<file path="config.mk">
export PLATFORM = sky130hd
export DESIGN_NAME = lockstep_write_ctrl
export DESIGN_NICKNAME = d
export VERILOG_FILES = /design/src/rtl/lockstep_pkg.sv /design/src/rtl/lockstep_write_ctrl_cmp.sv /design/src/rtl/lockstep_write_ctrl.sv
export SDC_FILE = /design/constraint.sdc
export NUM_CORES = 1
export LEC_CHECK = 0
export CAP_MARGIN = 20
export CORE_UTILIZATION = 30
export DETAILED_ROUTE_END_ITERATION = 7
export PLACE_DENSITY = 0.59
export REMOVE_ABC_BUFFERS = 1
export SETUP_SLACK_MARGIN = 0.02
export SLEW_MARGIN = 20
export SYNTH_ARGS = -nofsm -noshare
export SYNTH_HDL_FRONTEND = slang
export SYNTH_SLANG_ARGS = --single-unit
</file>
<file path="constraint.sdc">
create_clock -name clk_i -period 2 [get_ports clk_i]
set_input_delay 0.4 -clock clk_i [delete_from_list [all_inputs] [get_ports clk_i]]
set_output_delay 0.4 -clock clk_i [all_outputs]
set_load 0.01 [all_outputs]
</file>
<file path="src/rtl/lockstep_pkg.sv">
// Shared types for the lockstep memory-port controller.
// Operand bundle, widths and FSM state encodings.
package lockstep_pkg;

    localparam int ADDR_WIDTH = 32;
    localparam int DATA_WIDTH = 32;

    typedef struct packed {
        logic                  we;
        logic [ADDR_WIDTH-1:0] addr;
        logic [DATA_WIDTH-1:0] data;
    } operand_t;

    localparam int OP_WIDTH = $bits(operand_t);

    localparam logic [2:0] ST_IDLE      = 3'd0;
    localparam logic [2:0] ST_WAIT_PEER = 3'd1;
    localparam logic [2:0] ST_CHECK     = 3'd2;
    localparam logic [2:0] ST_ISSUE     = 3'd3;
    localparam logic [2:0] ST_RECOVER   = 3'd4;
    localparam logic [2:0] ST_FATAL     = 3'd5;

endpackage

</file>
<file path="src/rtl/lockstep_write_ctrl_cmp.sv">
// Lockstep operand comparator.
// Flags any difference between the two latched core requests.
module lockstep_write_ctrl_cmp
    import lockstep_pkg::*;
(
    input  logic [OP_WIDTH-1:0] op_a,
    input  logic [OP_WIDTH-1:0] op_b,
    output logic                mismatch
);

    assign mismatch = (op_a != op_b);

endmodule

</file>
<file path="src/rtl/lockstep_write_ctrl.sv">
// Dual-core lockstep memory port sequencer.
// Pairs core requests, compares them, commits or rolls back.
module lockstep_write_ctrl
    import lockstep_pkg::*;
#(
    parameter int SKEW_TIMEOUT  = 15,
    parameter int MAX_RETRY     = 3,
    parameter int ERR_CNT_WIDTH = 16
) (
    input  logic                     clk_i,
    input  logic                     rst_i,
    input  logic                     req_a_i,
    input  logic                     req_b_i,
    input  logic                     we_a_i,
    input  logic                     we_b_i,
    input  logic [ADDR_WIDTH-1:0]    addr_a_i,
    input  logic [ADDR_WIDTH-1:0]    addr_b_i,
    input  logic [DATA_WIDTH-1:0]    data_a_i,
    input  logic [DATA_WIDTH-1:0]    data_b_i,
    output logic                     gnt_a_o,
    output logic                     gnt_b_o,
    output logic                     mem_req_o,
    output logic                     mem_we_o,
    output logic [ADDR_WIDTH-1:0]    mem_addr_o,
    output logic [DATA_WIDTH-1:0]    mem_wdata_o,
    input  logic                     mem_gnt_i,
    output logic                     recover_o,
    input  logic                     recover_done_i,
    output logic [ERR_CNT_WIDTH-1:0] err_count_o,
    output logic                     fatal_o
);

    localparam int SKEW_W  = $clog2(SKEW_TIMEOUT + 1);
    localparam int RETRY_W = $clog2(MAX_RETRY + 1);

    localparam logic [SKEW_W-1:0]        SKEW_ONE  = 1;
    localparam logic [SKEW_W-1:0]        SKEW_MAX  = SKEW_TIMEOUT;
    localparam logic [RETRY_W-1:0]       RETRY_ONE = 1;
    localparam logic [RETRY_W-1:0]       RETRY_MAX = MAX_RETRY;
    localparam logic [ERR_CNT_WIDTH-1:0] ERR_ONE   = 1;

    logic [2:0]               state;
    operand_t                 op_a;
    operand_t                 op_b;
    operand_t                 in_a;
    operand_t                 in_b;
    logic                     lone_a;
    logic [SKEW_W-1:0]        skew;
    logic [RETRY_W-1:0]       retry;
    logic [RETRY_W-1:0]       retry_nxt;
    logic [ERR_CNT_WIDTH-1:0] err_cnt;
    logic                     gnt;
    logic                     mismatch;
    logic                     both;
    logic                     lone_gone;
    logic                     fail;

    assign in_a = '{we: we_a_i, addr: addr_a_i, data: data_a_i};
    assign in_b = '{we: we_b_i, addr: addr_b_i, data: data_b_i};

    lockstep_write_ctrl_cmp u_cmp (
        .op_a     (op_a),
        .op_b     (op_b),
        .mismatch (mismatch)
    );

    assign both      = req_a_i & req_b_i;
    assign lone_gone = lone_a ? !req_a_i : !req_b_i;
    assign retry_nxt = retry + RETRY_ONE;

    // A timeout only counts if the peer is still absent and the lone core still waits
    assign fail = ((state == ST_WAIT_PEER) && !both && !lone_gone
                   && (skew == SKEW_MAX))
                | ((state == ST_CHECK) && mismatch);

    always_ff @(posedge clk_i) begin
        if (rst_i) begin
            state   <= ST_IDLE;
            op_a    <= '0;
            op_b    <= '0;
            lone_a  <= 1'b0;
            skew    <= '0;
            retry   <= '0;
            err_cnt <= '0;
            gnt     <= 1'b0;
        end else begin
            gnt <= 1'b0;
            if (fail) begin
                err_cnt <= (&err_cnt) ? err_cnt : err_cnt + ERR_ONE;
                retry   <= retry_nxt;
                state   <= (retry_nxt >= RETRY_MAX) ? ST_FATAL : ST_RECOVER;
            end else begin
                unique case (state)
                    ST_IDLE: begin
                        // Cores still hold req during the grant cycle
                        if (!gnt) begin
                            if (both) begin
                                op_a  <= in_a;
                                op_b  <= in_b;
                                state <= ST_CHECK;
                            end else if (req_a_i || req_b_i) begin
                                lone_a <= req_a_i;
                                skew   <= SKEW_ONE;
                                state  <= ST_WAIT_PEER;
                            end
                        end
                    end
                    ST_WAIT_PEER: begin
                        if (both) begin
                            op_a  <= in_a;
                            op_b  <= in_b;
                            state <= ST_CHECK;
                        end else if (lone_gone) begin
                            state <= ST_IDLE;
                        end else begin
                            skew <= skew + SKEW_ONE;
                        end
                    end
                    ST_CHECK: begin
                        state <= ST_ISSUE;
                    end
                    ST_ISSUE: begin
                        if (mem_gnt_i) begin
                            gnt   <= 1'b1;
                            retry <= '0;
                            state <= ST_IDLE;
                        end
                    end
                    ST_RECOVER: begin
                        if (recover_done_i) begin
                            state <= ST_IDLE;
                        end
                    end
                    ST_FATAL: begin
                        state <= ST_FATAL;
                    end
                    default: begin
                        state <= ST_IDLE;
                    end
                endcase
            end
        end
    end

    assign mem_req_o   = (state == ST_ISSUE);
    assign mem_we_o    = mem_req_o & op_a.we;
    assign mem_addr_o  = mem_req_o ? op_a.addr : '0;
    assign mem_wdata_o = mem_req_o ? op_a.data : '0;
    assign gnt_a_o     = gnt;
    assign gnt_b_o     = gnt;
    assign recover_o   = (state == ST_RECOVER);
    assign fatal_o     = (state == ST_FATAL);
    assign err_count_o = err_cnt;

endmodule
</file>
==> metrics, run 1 <==
status finished with violations; failing checks negative setup slack; Synth Register Bits 157; Critical Path Source op_b[11]; dpl hpwl 14100 um; hold path depth 2; skew final 0.00708 ns; Slew headroom 53.4%; Wirelength per Cell 14.9 um; grt ovf 0; CTS Sinks 157; R2R Setup Slk -0.28 ns; post-synth top area cell dfxtp_1; Die Y 155 um; num ports 222; WL met2 10700 um; sequential area share after synthesis 44.6%; CTS Buffer Depth 2; largest cells by area after synthesis dfxtp_1, nand2_1, a21oi_1; die area 24100 um^2; Peak VDD IR 529 uV; met3 wire len 1380 um; initial antenna violation count 1; Die W 155 um; Crit. End Element register; fill count 2231; synthesized cell area 7050 um^2; final worst slack -0.283 ns; Comb pwr share 17.9%; first-pass GRT wire length 34700 um; clk_lat worst skew 0.42 ns; Design Area, Final 11500 um^2; Yosys Warn Count 0; Psw 2230 uW; most common cell after layout, fill and taps aside nand2_1; Final ANT Viol Nets 0; Core ar. 22800 um^2; syn_area_per_cell 7.80 um^2; Min Clock Period, post-route 2.28 ns; share of Yosys cell area claimed by the top area cell type 44.6%; overall via count from detail_route 7006; Nets 1342; DRT iter0 DRCs 410; GRT Resource Usage Total 18.2%; Final Hold Viols 0; Hold WS 0.361 ns; Clock power frac 39.2%; number of distinct library cells after synthesis 54; Startpoint Class register; Flop pwr share 42.9%; Synth Flop Type dfxtp_1; H-tree levels 4; n_diodes 0; RR Startpoint op_b[11]; drt drc 0; reg2reg end err_count_o[14]; Clock Root Buffer clkbuf_16; Layout area overhead 63.9%; switching share of power 28.1%; commonest cells after routing, fill and taps aside nand2_1, dfxtp_1, clkdlybuf4s50_1; final critical-path share of the clock period 114%; setup tns final -8.62 ns; Hold Crit Class in2reg; layout cells sized above 1 26.4%; critical path required time 2.31 ns; worst hold endpoint skew[1]; P_leak 0.00477 uW; IO Port Bufs 221; Clock Pin Slew Worst Setup and Hold Paths 0.07 ns; f_max 438 MHz; placed cell areas 10200 um^2; via density per instance 4.58; Max Cap Viol 0; Initial Util 30.8%; metal1 wirelength 10600 um; Worst-Margin Slew 0.700 ns; RSZ-0062 raised after global routing yes; pwr dens 689 nW/um^2; first-pass iteration count of the detailed router 5; CP Class reg2reg; Reg2Reg Depth 10; Placer Congestion 0.874; CTS Buf Count 17; pin count of the biggest net entering global routing 131; WL final 22800 um; share of flip-flops with an asynchronous set or reset 0%; critical path arrival 2.59 ns; max layer used met4; Synth Instances 903; Tot Pwr 7950 uW; Final Max Tran Viols 0; post-place setup slack -0.474 ns; Setup-failing EPs final 78; internal power 5720 uW; vias in the first global route 6653; Post-synth EDFFs 0; std cell rows 55; Hold Crit Start rst_i; worst-path fanout max 4; CTS tree yes
[flip-flops by register name (all words and copies together), names as in the netlist]
signal,flops
err_count_o,16
state,3
gnt_a_o,1
skew,4
op_b,65
lone_a,1
retry,2
op_a,65
[worst max-delay path by stage]
stage | slack, ns | endpoint
3_3_place_gp | -0.46 | err_count_o[14]
4_1_cts | -0.28 | err_count_o[14]
5_1_grt | -0.41 | err_count_o[14]
3_5_place_dp | -0.47 | err_count_o[14]
2_1_floorplan | -2.07 | op_a[0]
6_report | -0.28 | err_count_o[14]
[timing repair]
item                                    in CTS  in global routing
cloned                                       5                  5
gates resized for setup                    348                112
setup buffers                               12                  4
pin swaps                                   21                 51
hold buffers                                 0                  0
endpoints found under the setup margin      89                 89
[through the flow]
stage / std cells / utilization (%)
4_1_cts: 1525 / 48.5
6_report: 1529 / 50.5
3_5_place_dp: 1477 / 44.9
3_3_place_gp: 1477 / 44.9
2_1_floorplan: 845 / -
5_1_grt: 1529 / 50.5
[Yosys cell counts, drive strengths merged, types with 3 or more instances]
cell type and n:
xnor2 10, dfxtp 157, and2 65, clkbuf 39
xor2 58, a21oi 150, or4 4, nand2 274
and3 5, nand3 10, o31ai 3, inv 8
nand2b 3, ha 3, buf 19, nor2b 3
o21ai 5, nand4 13, a21o 3, nor2 22
nor4 14, mux2i 3, nor3 8
[metal layers]
| layer | up-vias | GRT usage [%] |
|---|---|---|
| met3 | 16 | 5.32 |
| li1 | 3584 | - |
| met4 | 0 | 4.06 |
| met1 | 3222 | 23.5 |
| met2 | 184 | 30.0 |
| met5 | - | 0 |
[cell families after synthesis]
kind of cell,count (synthesis),share of synthesized area [%]
AND/OR/NAND/NOR,428,28.0
AO/OA/AOI/OAI,175,13.5
flip-flops,157,44.6
XOR/XNOR,68,8.45
buffers and inverters,67,3.94
multiplexers,5,0.923
adder cells (fa/ha/maj),3,0.533
[power by group through the flow]
stage               clock network, uW  logic (uW)  registers, uW
finish                           3120        1420           3410
global route                     3330        1560           3430
CTS                              3220        1380           3410
detailed placement                  0        1290           3470
global placement                    0        1280           3470
floorplan                           0         546           3470
[worst max-delay path, stage by stage, from the launching register on]
cell and delay, ns:
dfxtp_1 0.37, xor2_1 0.20, nor4_2 0.07, buf_4 0.13
nand4_1 0.10, nor3_2 0.06, buf_4 0.15, a21oi_2 0.21
o22ai_4 0.11, or4_4 0.49, mux2_4 0.30
[layout make-up]
| class | instances | area [um^2] | area share (%) |
|---|---|---|---|
| repair buffers | 339 | 3450 | 29.9 |
| flip-flops and latches | 157 | 3150 | 27.3 |
| inverters | 9 | 35.0 | 0.303 |
| multi-input cells | 679 | 3950 | 34.2 |
| clock buffers | 18 | 439 | 3.80 |
| clock inverters | 14 | 128 | 1.11 |
| well taps | 313 | 392 | 3.39 |
Note: power is estimated with default switching activity, not from simulation.
==> run 2: changes to the inputs <==
--- a/config.mk
+++ b/config.mk
@@ -8,6 +8,7 @@
 export CAP_MARGIN = 20
 export CORE_UTILIZATION = 30
 export DETAILED_ROUTE_END_ITERATION = 7
+export MAX_ROUTING_LAYER = met4
 export PLACE_DENSITY = 0.59
 export REMOVE_ABC_BUFFERS = 1
 export SETUP_SLACK_MARGIN = 0.02
==> run 2 against run 1 <==
  * The flow still finishes with violations (negative setup slack)
  * Clock skew grew 0.00068 ns
  * Critical path depth unchanged
  * Global-route usage is 0.56 points higher
  * Worst setup slack lost 0.0083 ns
  * Clock-buffer cell count unchanged
  * Fmax down 0.36%
  * Sequential cell count is the same
  * Register-to-register slack hardly changed
  * Sequential power hardly changed
  * Final cell count about the same
  * Power about the same
  * Non-clock buffer count unchanged
  * Critical endpoint unchanged
==> metrics, run 2 (synthesized netlist as in run 1, its figures left out) <==
Hold WS 0.363 ns (+0.00158 ns); Slowest-stage cell, CP or4_4; switching share of power 28.1% (about the same); Startpoint Class register; Clock Root Buffer clkbuf_16; internal power 5720 uW (about the same); first-pass iteration count of the detailed router 4 (-1); R2R Setup Slk -0.29 ns (about the same); num ports 222 (unchanged); CP Class reg2reg; Placer Congestion 0.888 (+1.6%); dpl hpwl 14100 um (unchanged); layout cells sized above 1 26.4% (unchanged); GRT Resource Usage Total 18.8% (+0.56 points); setup tns final -8.74 ns (-0.119 ns); commonest cells after routing, fill and taps aside nand2_1, dfxtp_1, clkdlybuf4s50_1; Psw 2230 uW (about the same); Clock Pin Slew Worst Setup and Hold Paths 0.07 ns (about the same); pin count of the biggest net entering global routing 131 (unchanged); P_leak 0.00477 uW (about the same); hold_buf cts 0 (unchanged); Reg2Reg Depth 10 (unchanged); DRT iter0 DRCs 355 (-13%); worst-path fanout max 4 (unchanged); Hold Crit Start rst_i; Wirelength per Cell 14.9 um (about the same); Min Clock Period, post-route 2.29 ns (+0.00827 ns); final worst slack -0.291 ns (-0.00827 ns); CTS Sinks 157 (unchanged); Slew headroom 55.5% (+2.1 points); Hold Crit Class in2reg; CTS tree yes; Comb pwr share 17.9% (about the same); status finished with violations; WL final 22800 um (about the same); std cell rows 55 (unchanged); most used cell, CP buf_4; fill count 2229 (-0.090%); RSZ-0062 raised after global routing yes; Levels on crit path 10 (unchanged); IO Port Bufs 221 (unchanged); Final ANT Viol Nets 0 (unchanged); Critical Path Source op_b[11]; CP bufs+invs 2 (unchanged); Tot Pwr 7950 uW (about the same); worst path cell trace xor2_1, nor4_2, buf_4, nand4_1, nor3_2, buf_4, a21oi_2, o22ai_4, or4_4, mux2_4; critical path required time 2.31 ns (about the same); grt ovf 0 (unchanged); Initial Util 30.8% (unchanged); max incr delay on CP 0.49 ns (about the same); Die W 155 um (unchanged); Nets 1342 (unchanged); Setup-failing EPs final 78 (unchanged); H-tree levels 4 (unchanged); critical path arrival 2.60 ns (about the same); Clock power frac 39.2% (about the same); failing checks negative setup slack; initial antenna violation count 1 (unchanged); final critical-path share of the clock period 115% (+0.41 points); Final Hold Viols 0 (unchanged); f_max 436 MHz (-0.36%); first-pass GRT wire length 34700 um (about the same); Critical path destination err_count_o[14]; Final Max Tran Viols 0 (unchanged); Flop pwr share 42.9% (about the same); pwr dens 688 nW/um^2 (about the same); post-place setup slack -0.474 ns (unchanged); die area 24100 um^2 (unchanged); vias in the first global route 6647 (-0.090%); Peak VDD IR 530 uV (+0.22%); Layout area overhead 63.9% (about the same); drt drc 0 (unchanged); Die Y 155 um (unchanged); overall via count from detail_route 6997 (-0.13%); reg2reg end err_count_o[14]; CTS Buffer Depth 2 (unchanged); CP delay by family, top simple AND/OR/NAND/NOR gates; RR Startpoint op_b[11]; Max Cap Viol 0 (unchanged); final core utilization 50.5% (about the same); Crit. End Element register; Core ar. 22800 um^2 (unchanged); skew final 0.00776 ns (+0.000679 ns); clk_lat worst skew 0.42 ns (about the same); most common cell after layout, fill and taps aside nand2_1; CTS Buf Count 17 (unchanged); Worst-Margin Slew 0.668 ns (-0.0318 ns); via density per instance 4.57 (-0.19%)
[run 2: cell types whose count changed in the layout (fill, tap and decap cells not counted), sizes merged]
cell	before	now
diode	0	1
[run 2: cell type report]
| cell class | count | area [um^2] | share of cell area [%] |
|---|---|---|---|
| multi-input cells | 679 | 3950 | 34.2 |
| clock buffers | 18 | 439 | 3.80 |
| diodes | 1 | 2.50 | 0.0217 |
| inverters | 9 | 35.0 | 0.303 |
| flip-flops and latches | 157 | 3150 | 27.3 |
| well taps | 313 | 392 | 3.39 |
| clock inverters | 14 | 128 | 1.11 |
| repair buffers | 339 | 3450 | 29.9 |
[run 2: power by group through the flow]
stage	Combinational [uW]	Sequential, uW	Clock (uW)
2_1_floorplan	546	3470	0
3_3_place_gp	1280	3470	0
3_5_place_dp	1290	3470	0
4_1_cts	1380	3410	3220
5_1_grt	1560	3430	3330
6_report	1420	3410	3120
[run 2: through the flow]
step / instances / area (um^2)
after detailed placement: 1477 / 10200
after global routing: 1530 / 11500
final: 1530 / 11500
after floorplan: 845 / 6800
after CTS: 1525 / 11100
after global placement: 1477 / 10200
[run 2: metal layers]
layer,routed length [um],global-route usage [%],share of wire (%),up-vias
li1,-,-,-,3579
met1,10700,23.7,47,3228
met2,10600,30.1,47,178
met3,1340,4.87,5.9,12
met4,136,4.06,0.60,0
met5,0,-,0,-
[run 2: worst min path at each step]
stage	end	slack, ns	cells after the start
floorplan	op_b[33]	0.44	2
global placement	op_b[30]	0.45	2
detailed placement	op_b[30]	0.46	2
CTS	skew[0]	0.35	2
global route	skew[0]	0.37	2
finish	skew[1]	0.36	2
[run 2: repair_timing]
item / 4_1_cts / 5_1_grt
setup endpoints to repair: 89 / 89
pin swaps: 21 / 51
resized for setup: 348 / 112
cloned: 5 / 5
buffers inserted: 12 / 4
